===== config.mk =====
export PLATFORM = sky130hd
export DESIGN_NAME = serial_add_nbit
export DESIGN_NICKNAME = d
export VERILOG_FILES = /design/src/rtl/serial_add_nbit_pkg.sv /design/src/rtl/serial_add_nbit_fa1bit.sv /design/src/rtl/serial_add_nbit.sv
export SDC_FILE = /design/constraint.sdc
export NUM_CORES = 1
export LEC_CHECK = 0
export ABC_CLOCK_PERIOD_IN_PS = 1670
export BUFFER_PORTS_ARGS = -buffer_cell sky130_fd_sc_hd__buf_2
export CAP_MARGIN = 20
export CORE_MARGIN = 4
export CORE_UTILIZATION = 52
export CTS_CLUSTER_DIAMETER = 80
export DETAILED_ROUTE_END_ITERATION = 8
export PLACE_DENSITY_LB_ADDON = 0.08
export RECOVER_POWER = 50
export SYNTH_ARGS = -nofsm -noshare
export SYNTH_HDL_FRONTEND = slang
export SYNTH_SLANG_ARGS = --single-unit

===== constraint.sdc =====
create_clock -name clk -period 1.67 [get_ports clk]
set_clock_uncertainty 0.15 [all_clocks]
set_input_delay 0.167 -clock clk [delete_from_list [all_inputs] [get_ports clk]]
set_output_delay 0.167 -clock clk [all_outputs]
set_load 0.1 [all_outputs]

===== src/rtl/serial_add_nbit_pkg.sv =====
// add_defs: shared state encoding and width constants for the serial adder.
package add_defs;
  typedef enum logic {ST_IDLE = 1'b0, ST_RUN = 1'b1} state_t;
  localparam int ADD_W = 4;
  function automatic int cnt_w(input int n);
    return $clog2(n) + 1;
  endfunction
  localparam int ADD_CW = cnt_w(ADD_W);
endpackage


===== src/rtl/serial_add_nbit_fa1bit.sv =====
// fa1bit: combinational 1-bit full adder cell.
module fa1bit (
  input  logic i_a,
  input  logic i_b,
  input  logic i_c,
  output logic o_s,
  output logic o_co
);
  assign o_s  = i_a ^ i_b ^ i_c;
  assign o_co = (i_a & i_b) | (i_a & i_c) | (i_b & i_c);
endmodule


===== src/rtl/serial_add_nbit.sv =====
// serial_add_nbit: bit-serial N-bit adder, one bit per clock LSB first.
// Define SERIAL_ADD_OVF_EN to add a registered signed-overflow output ovf.
module serial_add_nbit
  import add_defs::*;
#(
  parameter int N  = ADD_W,
  parameter int CW = ADD_CW
) (
  input  logic         clk,
  input  logic         rst,
  input  logic         start,
  input  logic [N-1:0] A,
  input  logic [N-1:0] B,
  input  logic         ci,
  output logic         busy,
  output logic         done,
  output logic [N-1:0] s,
  output logic         co
`ifdef SERIAL_ADD_OVF_EN
  ,
  output logic         ovf
`endif
);
  state_t        r_state;
  logic [N-1:0]  r_sh_a, r_sh_b, r_sh_s, r_s;
  logic [CW-1:0] r_cnt;
  logic          r_cy, r_busy, r_done, r_co;
  logic          w_sbit, w_cout;
  fa1bit u_fa (
    .i_a (r_sh_a[0]),
    .i_b (r_sh_b[0]),
    .i_c (r_cy),
    .o_s (w_sbit),
    .o_co(w_cout)
  );
`ifdef SERIAL_ADD_OVF_EN
  logic r_ovf;
  assign ovf = r_ovf;
`endif
  always_ff @(posedge clk or posedge rst) begin
    if (rst) begin
      r_state <= ST_IDLE;
      r_sh_a  <= '0;
      r_sh_b  <= '0;
      r_sh_s  <= '0;
      r_s     <= '0;
      r_cnt   <= '0;
      r_cy    <= 1'b0;
      r_busy  <= 1'b0;
      r_done  <= 1'b0;
      r_co    <= 1'b0;
`ifdef SERIAL_ADD_OVF_EN
      r_ovf   <= 1'b0;
`endif
    end else begin
      r_done <= 1'b0;
      if (r_state == ST_IDLE) begin
        if (start) begin
          r_sh_a  <= A;
          r_sh_b  <= B;
          r_cy    <= ci;
          r_cnt   <= '0;
          r_state <= ST_RUN;
          r_busy  <= 1'b1;
        end
      end else begin
        r_sh_a <= r_sh_a >> 1;
        r_sh_b <= r_sh_b >> 1;
        r_sh_s <= {w_sbit, r_sh_s[N-1:1]};
        r_cy   <= w_cout;
        r_cnt  <= r_cnt + 1'b1;
        if (r_cnt == CW'(N - 1)) begin
          r_s     <= {w_sbit, r_sh_s[N-1:1]};
          r_co    <= w_cout;
          r_done  <= 1'b1;
          r_state <= ST_IDLE;
          r_busy  <= 1'b0;
`ifdef SERIAL_ADD_OVF_EN
          // r_cy here is the carry into the MSB position
          r_ovf   <= r_cy ^ w_cout;
`endif
        end
      end
    end
  end
  assign busy = r_busy;
  assign done = r_done;
  assign s    = r_s;
  assign co   = r_co;
endmodule


* Word-level counts from Yosys, hierarchy flattened
Cells that the tools add are included.
** Operators by class
- $add $sub $neg :: 1
- Equal/unequal tests :: 2
- Multiplexer cells :: 16
- Bitwise logic cells :: 7
- Reduce and logical (&&, ||, !) cells :: 3
** Operators by type and width (count)
- two-way mux 4 bit :: 4
- two-way mux 1 bit :: 10
- two-way mux 3 bit :: 2
- AND reduction 2 bit :: 2
- adder 3 x 1 -> 3 bit, second input constant :: 1
- bitwise AND 1 bit :: 3
- == test 3 x 2 -> 1 bit, second input constant :: 1
- inequality test 2 x 1 -> 1 bit, second input constant :: 1
- bitwise OR 1 bit :: 2
- nonzero test 2 bit :: 1
- XOR 1 bit :: 2
** Storage, ports and cells
- Flip-flop bits (word level) :: 24
- Bits of input ports :: 12
- Output and inout bits :: 7
- Logic and storage cells :: 39

* Longest topological paths before layout
Gate-level depths: netlist of the first run.
- Depth after elaboration :: 4
- Mapped depth :: 4
- Gate-level depth less buffers :: 4

* Modules after synthesis
From an unflattened synthesis of the first run, not the netlist that was laid out.
** Unflattened totals
- Cell total of the unflattened synthesis :: 79
- Area total of the unflattened synthesis :: 1006.0 µm²
** By module, submodules not included
- serial_add_nbit :: instances 1, cells each 78, area an instance 985.9 µm², sequential area each 575.6 µm²
- fa1bit :: instances 1, cells each 1, area an instance 20.0 µm², sequential area each 0.0 µm²

* Worst setup path before layout of the first run
No wires, ideal clock.
- Kind :: flip-flop to flip-flop
- From :: reg r_cnt[0]
- To :: reg r_co (netlist: co)
- Library setup time :: 0.126 ns
- Arrival :: 1.208 ns
- Data required time :: 1.394 ns
- Path slack :: 0.186 ns
- Stages on the path, launching flop included :: 5
- Buffers on the path :: 0
- Clock period less this slack :: 1.484 ns
- Cells stage by stage :: dfrtp_1 > ha_1 > ha_1 > nand2_4 > mux2_2
** Between the ends
- Longest elaborated chain between the ends :: 2
** Ends and longest elaborated chain
- start: declaration :: RTL line serial_add_nbit.sv:26 : logic [CW-1:0] r_cnt;
- start signal: assignment :: RTL line serial_add_nbit.sv:71 : r_cnt <= r_cnt + 1'b1;
- == test 3 x 2 -> 1 bit :: RTL line serial_add_nbit.sv:72 : if (r_cnt == CW'(N - 1)) begin
- AND reduction 2 bit (no line)
- end signal: assignment :: RTL line serial_add_nbit.sv:74 : r_co <= w_cout;
- end: declaration :: RTL line serial_add_nbit.sv:27 : logic r_cy, r_busy, r_done, r_co;
Every way passes these cells.
A chain may end at the register's enable or synchronous reset.

* Worst setup path in the final report of the first run
- From :: reg r_cnt[0]
- To :: reg r_s[2] (netlist: s[2])
** Between the ends
- Longest elaborated chain between the ends :: 2
** Ends and longest elaborated chain
- == test 3 x 2 -> 1 bit :: RTL line serial_add_nbit.sv:72
- AND reduction 2 bit (no line)
- end signal: assignment :: RTL line serial_add_nbit.sv:73 : r_s <= {w_sbit, r_sh_s[N-1:1]};
- end: declaration :: RTL line serial_add_nbit.sv:25 : logic [N-1:0] r_sh_a, r_sh_b, r_sh_s, r_s;
Every way passes these cells.

==> impl_metrics.py, run 1 <==
metrics = {
    "cells_and_area": {
        "layout-drive-gt1-share_pct": 33.3,
        "diodes": 0,
        "nets": 119,
        "stdcell_count": 127,
        "stdcell_area_um2": 1170,
        "area_growth_pct": 17.5,
        "post-route-util_pct": 66.3,
    },
    "synthesis": {
        "netlist_instances": 77,
        "ys.flop_type": "dfrtp_1",
        "synth_most_common_cell": "dfrtp_1",
        "ys_types": 18,
        "synthArstFlopShare_pct": 100,
        "synth_sequential_area_ratio_pct": 57.8,
        "synth_seq_cells": 23,
        "yosys_warnings": 0,
        "synth_common_cells": "dfrtp_1 (23), mux2i_1 (9), mux2_2 (8), nand2_1 (8), o21ai_0 (8)",
        "syn_nets": 93,
        "ys_top_cells_by_area": "dfrtp_1 (58%), mux2i_1 (9.0%), mux2_2 (9.0%)",
        "synth_edf_count": 0,
        "synth_top_area_share_pct": 57.8,
        "yosys.area.top_type": "dfrtp_1",
        "avgSynthCellArea_um2": 12.9,
        "netlist_area_um2": 996,
    },
    "clock_tree": {
        "tritoncts": "done",
        "cts_buffers": 3,
        "cts.path.max_buffers": 2,
        "cts_sinks": 23,
        "insertion_delay_ns": 0.29,
        "clock-root-buffer": "clkbuf_4",
        "clk_pin_slew_ns": 0.12,
        "htreeDepth": 1,
    },
    "setup_path": {
        "crit_path_top_delay_cell": "dfrtp_1",
        "worstSetupStartpoint": "r_cnt[0]$_DFFE_PP0P_",
        "r2r_end": "s[2]$_DFFE_PP0P_",
        "worstReg2RegStart": "r_cnt[0]$_DFFE_PP0P_",
        "crit_buf_inv": 0,
        "worst-setup-path-type": "register to register",
        "cp.arrival_ns": 1.61,
        "cpMostUsedCell": "ha_1",
        "crit_chain": "ha_1 -> ha_1 -> nand2_4 -> mux2_2",
        "ff2ff_path_depth": 4,
        "worst_path_largest_cell_delay_ns": 0.41,
        "reg2reg_slack_ns": 0.10,
        "critPathRequiredTime_ns": 1.71,
        "critPathLaunchType": "register",
        "cp_top_family": "adder cells",
        "worstPathMaxFanout": 6,
        "crit_cells": 4,
        "end_kind": "register",
    },
    "grt": {
        "antenna_found_initial": 0,
        "grt_max_degree": 24,
        "grt_use_total_pct": 14.8,
        "grt-ovfl-total": 0,
        "grt_pass1_wl_mm": 2.93,
        "grt_pass1_vias": 691,
    },
    "die": {
        "core-area_um2": 1760,
        "start_util_pct": 56.5,
        "die_y_um": 51.8,
        "die_w_um": 51.8,
        "ios": 19,
        "row_count": 15,
        "dieArea_um2": 2680,
    },
    "power_and_ir_drop": {
        "p_total_mw": 2.36,
        "p_clk_share_pct": 10.3,
        "peakVddDrop_mv": 1.41,
        "seqPwrFrac_pct": 39.7,
        "p_int_mw": 1.22,
        "switchingPower_mw": 1.14,
        "leakagePower_nw": 0.611,
        "swShare_pct": 48.3,
        "pwr-share-comb_pct": 50.0,
        "power_density_nw_per_um2": 2020,
    },
    "timing": {
        "tns_ns": 0,
        "report.final.slew_viol_count": 0,
        "min_period_ns": 1.57,
        "tightest_slew_ns": 0.544,
        "setup_ws_ns": 0.101,
        "whs_ns": 0.0144,
        "finalCritPeriodShare_pct": 93.9,
        "slew-limit-headroom_pct": 63.7,
        "timing_hold_violations_final": 0,
        "setup_viol": 0,
        "grt_setup_unrepaired": "false",
        "fmax_ghz": 0.637,
    },
    "place": {
        "post-dp-hpwl_mm": 1.17,
        "dp_cells": 118,
        "gp_congestion": 0.730,
        "postPlaceCellArea_um2": 1100,
        "portBuffers": 18,
        "dp_slack_ns": 0.114,
    },
    "worst_hold_path": {
        "worstHoldEndpoint": "r_sh_a[0]$_DFFE_PP0P_",
        "holdPathStages": 3,
        "hp-start": "A[0]",
        "hold_path.class": "primary input to register",
    },
    "flow_run": {
        "cap_violations": 0,
    },
    "routing": {
        "viasPerCell": 5.15,
        "drtAntennaViolNets": 0,
        "wl_mm": 1.60,
        "first_pass_iters": 2,
        "wl_per_cell_um": 12.6,
        "drc": 0,
        "first_iter_violations": 9,
        "dr_total_vias": 654,
    },
    "run_status": {
        "status": "finished, final reports clean",
    },
}
==> flip-flops by register name, summed over array words and instances, names as in the netlist <==
name,cells
r_cnt,3
done,1
r_state,1
busy,1
r_cy,1
s,4
r_sh_a,4
r_sh_b,4
r_sh_s,3
co,1
==> per-layer routing <==
metal / vias up / part of all wire [%] / global-route usage (%)
met5: - / 0 / 0
met4: 0 / 0.75 / 5.24
met3: 2 / 4.3 / 3.72
met2: 11 / 52 / 26.7
met1: 328 / 43 / 16.8
li1: 313 / - / -
==> area by class of cell <==
| cell class | instances | area (um^2) |
|---|---|---|
| tap | 25 | 31.3 |
| timing repair buffer | 25 | 150 |
| clock inverter | 1 | 5.00 |
| multi-input combinational | 46 | 370 |
| fill | 153 | 594 |
| inverter | 4 | 15.0 |
| clock buffer | 3 | 22.5 |
| sequential | 23 | 576 |
==> power groups by stage <==
| stage | clock, mW | sequential [mW] | combinational, mW |
|---|---|---|---|
| 6_report | 0.243 | 0.940 | 1.18 |
| 5_1_grt | 0.293 | 0.973 | 1.26 |
| 4_1_cts | 0.251 | 0.939 | 1.20 |
| 3_5_place_dp | 0 | 0.953 | 1.19 |
| 3_3_place_gp | 0 | 0.943 | 1.16 |
| 2_1_floorplan | 0 | 1.43 | 0.515 |
==> worst max-delay path by stage <==
stage / to / slack, ns
4_1_cts: s[0]$_DFFE_PP0P_ / 0.09
3_5_place_dp: s[0]$_DFFE_PP0P_ / 0.11
5_1_grt: s[0]$_DFFE_PP0P_ / 0.05
3_3_place_gp: co$_DFFE_PP0P_ / 0.15
2_1_floorplan: co$_DFFE_PP0P_ / 0.19
6_report: s[2]$_DFFE_PP0P_ / 0.10
==> cell usage in the layout, fill, tap and decap left out, drive strengths merged <==
cell type and n:
a21oi 1, a22o 2, buf 18, clkbuf 5
clkinv 1, dfrtp 23, dlygate4sd3 5, fa 1
ha 3, inv 4, mux2 8, mux2i 9
nand2 9, nor2 3, o21ai 8, o2bb2ai 1
or3b 1
==> worst register-to-register path, stage by stage, from the launching register on <==
cell	delay, ns
dfrtp_1	0.41
ha_1	0.23
ha_1	0.23
nand2_4	0.11
mux2_2	0.34
==> what timing repair did <==
item | in CTS | in global routing
endpoints found under the hold margin | 25 | 2
setup endpoints to repair | 0 | 0
buffers inserted | 0 | 0
hold buffers | 3 | 2
resized for setup | 0 | 0
==> kinds of logic (layout without fill, tap and decap cells) <==
family,after synthesis,after routing,synth area share (%)
AO/OA/AOI/OAI,12,12,7.16
AND/OR/NAND/NOR,13,13,6.16
flip-flops,23,23,57.8
adder cells (fa/ha/maj),4,4,5.78
multiplexers,17,17,18.1
buffers and inverters,8,33,5.02
Power figures use the tool's default switching activity.
==> run 2, diff against run 1 <==
- ABC_CLOCK_PERIOD_IN_PS: 1670 -> 1270
- CORE_UTILIZATION: 52 -> 47
- clock period: 1.67 -> 1.27 ns (I/O delays scaled with it)
==> run 2 against run 1 <==
- total power up 70%
- die area is 9.0% higher
- largest power group unchanged
- hold slack better by 0.12 ns
- count of clock-buffer cells in the layout increased by 1
- fmax up 9.5%
- the flow now finishes with violations (negative setup slack)
- via count is 4.0% higher
- critical path type unchanged
- cell area is 26% higher
- sequential share of layout area fell by 9.7 points
- first-iteration DRC count is 11% higher
- global-route usage rose by 0.44 points
- core utilization rose by 8.3 points
- final cell count is 12% higher
==> impl_metrics.py, run 2 (same netlist as run 1, synthesis figures left out) <==
metrics = {
    "power_and_ir_drop": {
        "p_clk_share_pct": 8.3,
        "seqPwrFrac_pct": 32.7,
        "pwr-share-comb_pct": 59.0,
        "p_int_mw": 2.28,
        "swShare_pct": 43.1,
        "leakagePower_nw": 0.713,
        "power_density_nw_per_um2": 2710,
        "peakVddDrop_mv": 2.38,
        "switchingPower_mw": 1.73,
    },
    "setup_path": {
        "reg2reg_slack_ns": -0.16,
        "critPathRequiredTime_ns": 1.32,
        "critPathLaunchType": "register",
        "ff2ff_path_depth": 4,
        "worst-setup-path-type": "register to register",
        "worstPathMaxFanout": 6,
        "cp.arrival_ns": 1.48,
        "end_kind": "register",
    },
    "clock_tree": {
        "tritoncts": "done",
        "htreeDepth": 1,
        "clock-root-buffer": "clkbuf_4",
        "clk_pin_slew_ns": 0.12,
        "insertion_delay_ns": 0.30,
        "cts.path.max_buffers": 2,
        "cts_sinks": 23,
        "cts_buffers": 3,
    },
    "cells_and_area": {
        "stdcell_area_um2": 1480,
        "area_growth_pct": 48.5,
        "diodes": 0,
        "multi_input_area_um2": 444,
        "nets": 132,
        "layout-drive-gt1-share_pct": 46.1,
        "mostFrequentLayoutCells": "dfrtp_1 (16), buf_2 (11), dlygate4sd3_1 (10)",
        "nFillCells": 129,
        "seq_area_um2": 584,
        "final_common_cell": "dfrtp_1",
    },
    "place": {
        "portBuffers": 18,
        "postPlaceCellArea_um2": 1280,
        "post-dp-hpwl_mm": 1.26,
        "gp_congestion": 0.697,
    },
    "run_status": {
        "violations": "negative setup slack",
        "status": "finished with violations",
    },
    "timing": {
        "finalCritPeriodShare_pct": 113,
        "slew-limit-headroom_pct": 62.3,
        "whs_ns": 0.135,
        "timing_hold_violations_final": 0,
        "tightest_slew_ns": 0.566,
        "grt_setup_unrepaired": "true",
        "report.final.slew_viol_count": 0,
        "min_period_ns": 1.43,
        "setup_viol": 7,
        "setup_ws_ns": -0.163,
        "fmax_ghz": 0.698,
    },
    "routing": {
        "first_iter_violations": 10,
        "viasPerCell": 4.79,
        "wl_per_cell_um": 13.5,
        "first_pass_iters": 4,
        "drc": 0,
        "dr_total_vias": 680,
        "wl_mm": 1.91,
        "drtAntennaViolNets": 0,
    },
    "worst_hold_path": {
        "hold_path.class": "primary input to register",
        "holdPathStages": 3,
    },
    "die": {
        "die_w_um": 54.0,
        "core-area_um2": 1980,
        "row_count": 16,
        "die_y_um": 54.0,
        "dieArea_um2": 2920,
        "ios": 19,
        "start_util_pct": 50.3,
    },
    "grt": {
        "grt-ovfl-total": 0,
        "grt_max_degree": 24,
        "antenna_found_initial": 0,
        "grt_pass1_vias": 687,
        "grt_use_total_pct": 15.2,
        "grt_pass1_wl_mm": 3.17,
    },
    "flow_run": {
        "cap_violations": 0,
    },
}
==> run 2: stage by stage <==
stage / worst slack, ns / setup TNS (ns) / power, mW / std cells / utilization (%)
after floorplan: -0.125 / -0.739 / 2.69 / 77 / -
after global placement: -0.144 / -0.857 / 3.36 / 125 / 64.8
after detailed placement: -0.170 / -0.991 / 3.43 / 125 / 64.8
after CTS: -0.168 / -1.21 / 3.89 / 140 / 72.7
after global routing: -0.208 / -1.34 / 4.26 / 142 / 74.6
final: -0.163 / -0.959 / 4.01 / 142 / 74.6
==> run 2: metal layers <==
layer	wire length [um]	track usage (%)
met5	0	0
met1	861	20.1
met4	11	4.98
met2	955	24.8
met3	85	3.32
==> run 2: power by group through the flow <==
stage	Sequential, mW	Clock (mW)	Combinational [mW]
finish	1.31	0.334	2.36
global route	1.35	0.368	2.54
CTS	1.32	0.337	2.23
detailed placement	1.31	0	2.12
global placement	1.30	0	2.06
floorplan	1.91	0	0.777
==> run 2: final cells by class <==
class	count	share of cell area (%)
inverters	4	1.02
well taps	27	2.28
repair buffers	38	25.4
multi-input cells	46	30.0
clock buffers	4	1.78
flip-flops and latches	23	39.5
==> run 2: repair_timing <==
item / 4_1_cts / 5_1_grt
endpoints found under the setup margin: 8 / 18
endpoints found under the hold margin: 32 / 0
hold buffers: 10 / 0
pin swaps: 1 / 2
gates resized for setup: 3 / 9
gates cloned: 0 / 0
setup buffers: 1 / 2
==> run 2: final timing paths <==
check                                       from                    end
max                         r_cnt[0]$_DFFE_PP0P_       s[1]$_DFFE_PP0P_
min                                        start  r_sh_b[3]$_DFFE_PP0P_
max reg2reg                 r_cnt[0]$_DFFE_PP0P_       s[1]$_DFFE_PP0P_
min reg2reg                r_sh_a[2]$_DFFE_PP0P_  r_sh_a[1]$_DFFE_PP0P_
max in group asynchronous                    rst       busy$_DFFE_PP0P_
min in group asynchronous                    rst  r_sh_s[1]$_DFFE_PP0P_
==> run 2: worst max-delay path: stages, from the launching register on <==
cell	delay (ns)
dfrtp_1	0.44
ha_4	0.19
ha_4	0.18
nand2_8	0.08
mux2_4	0.30
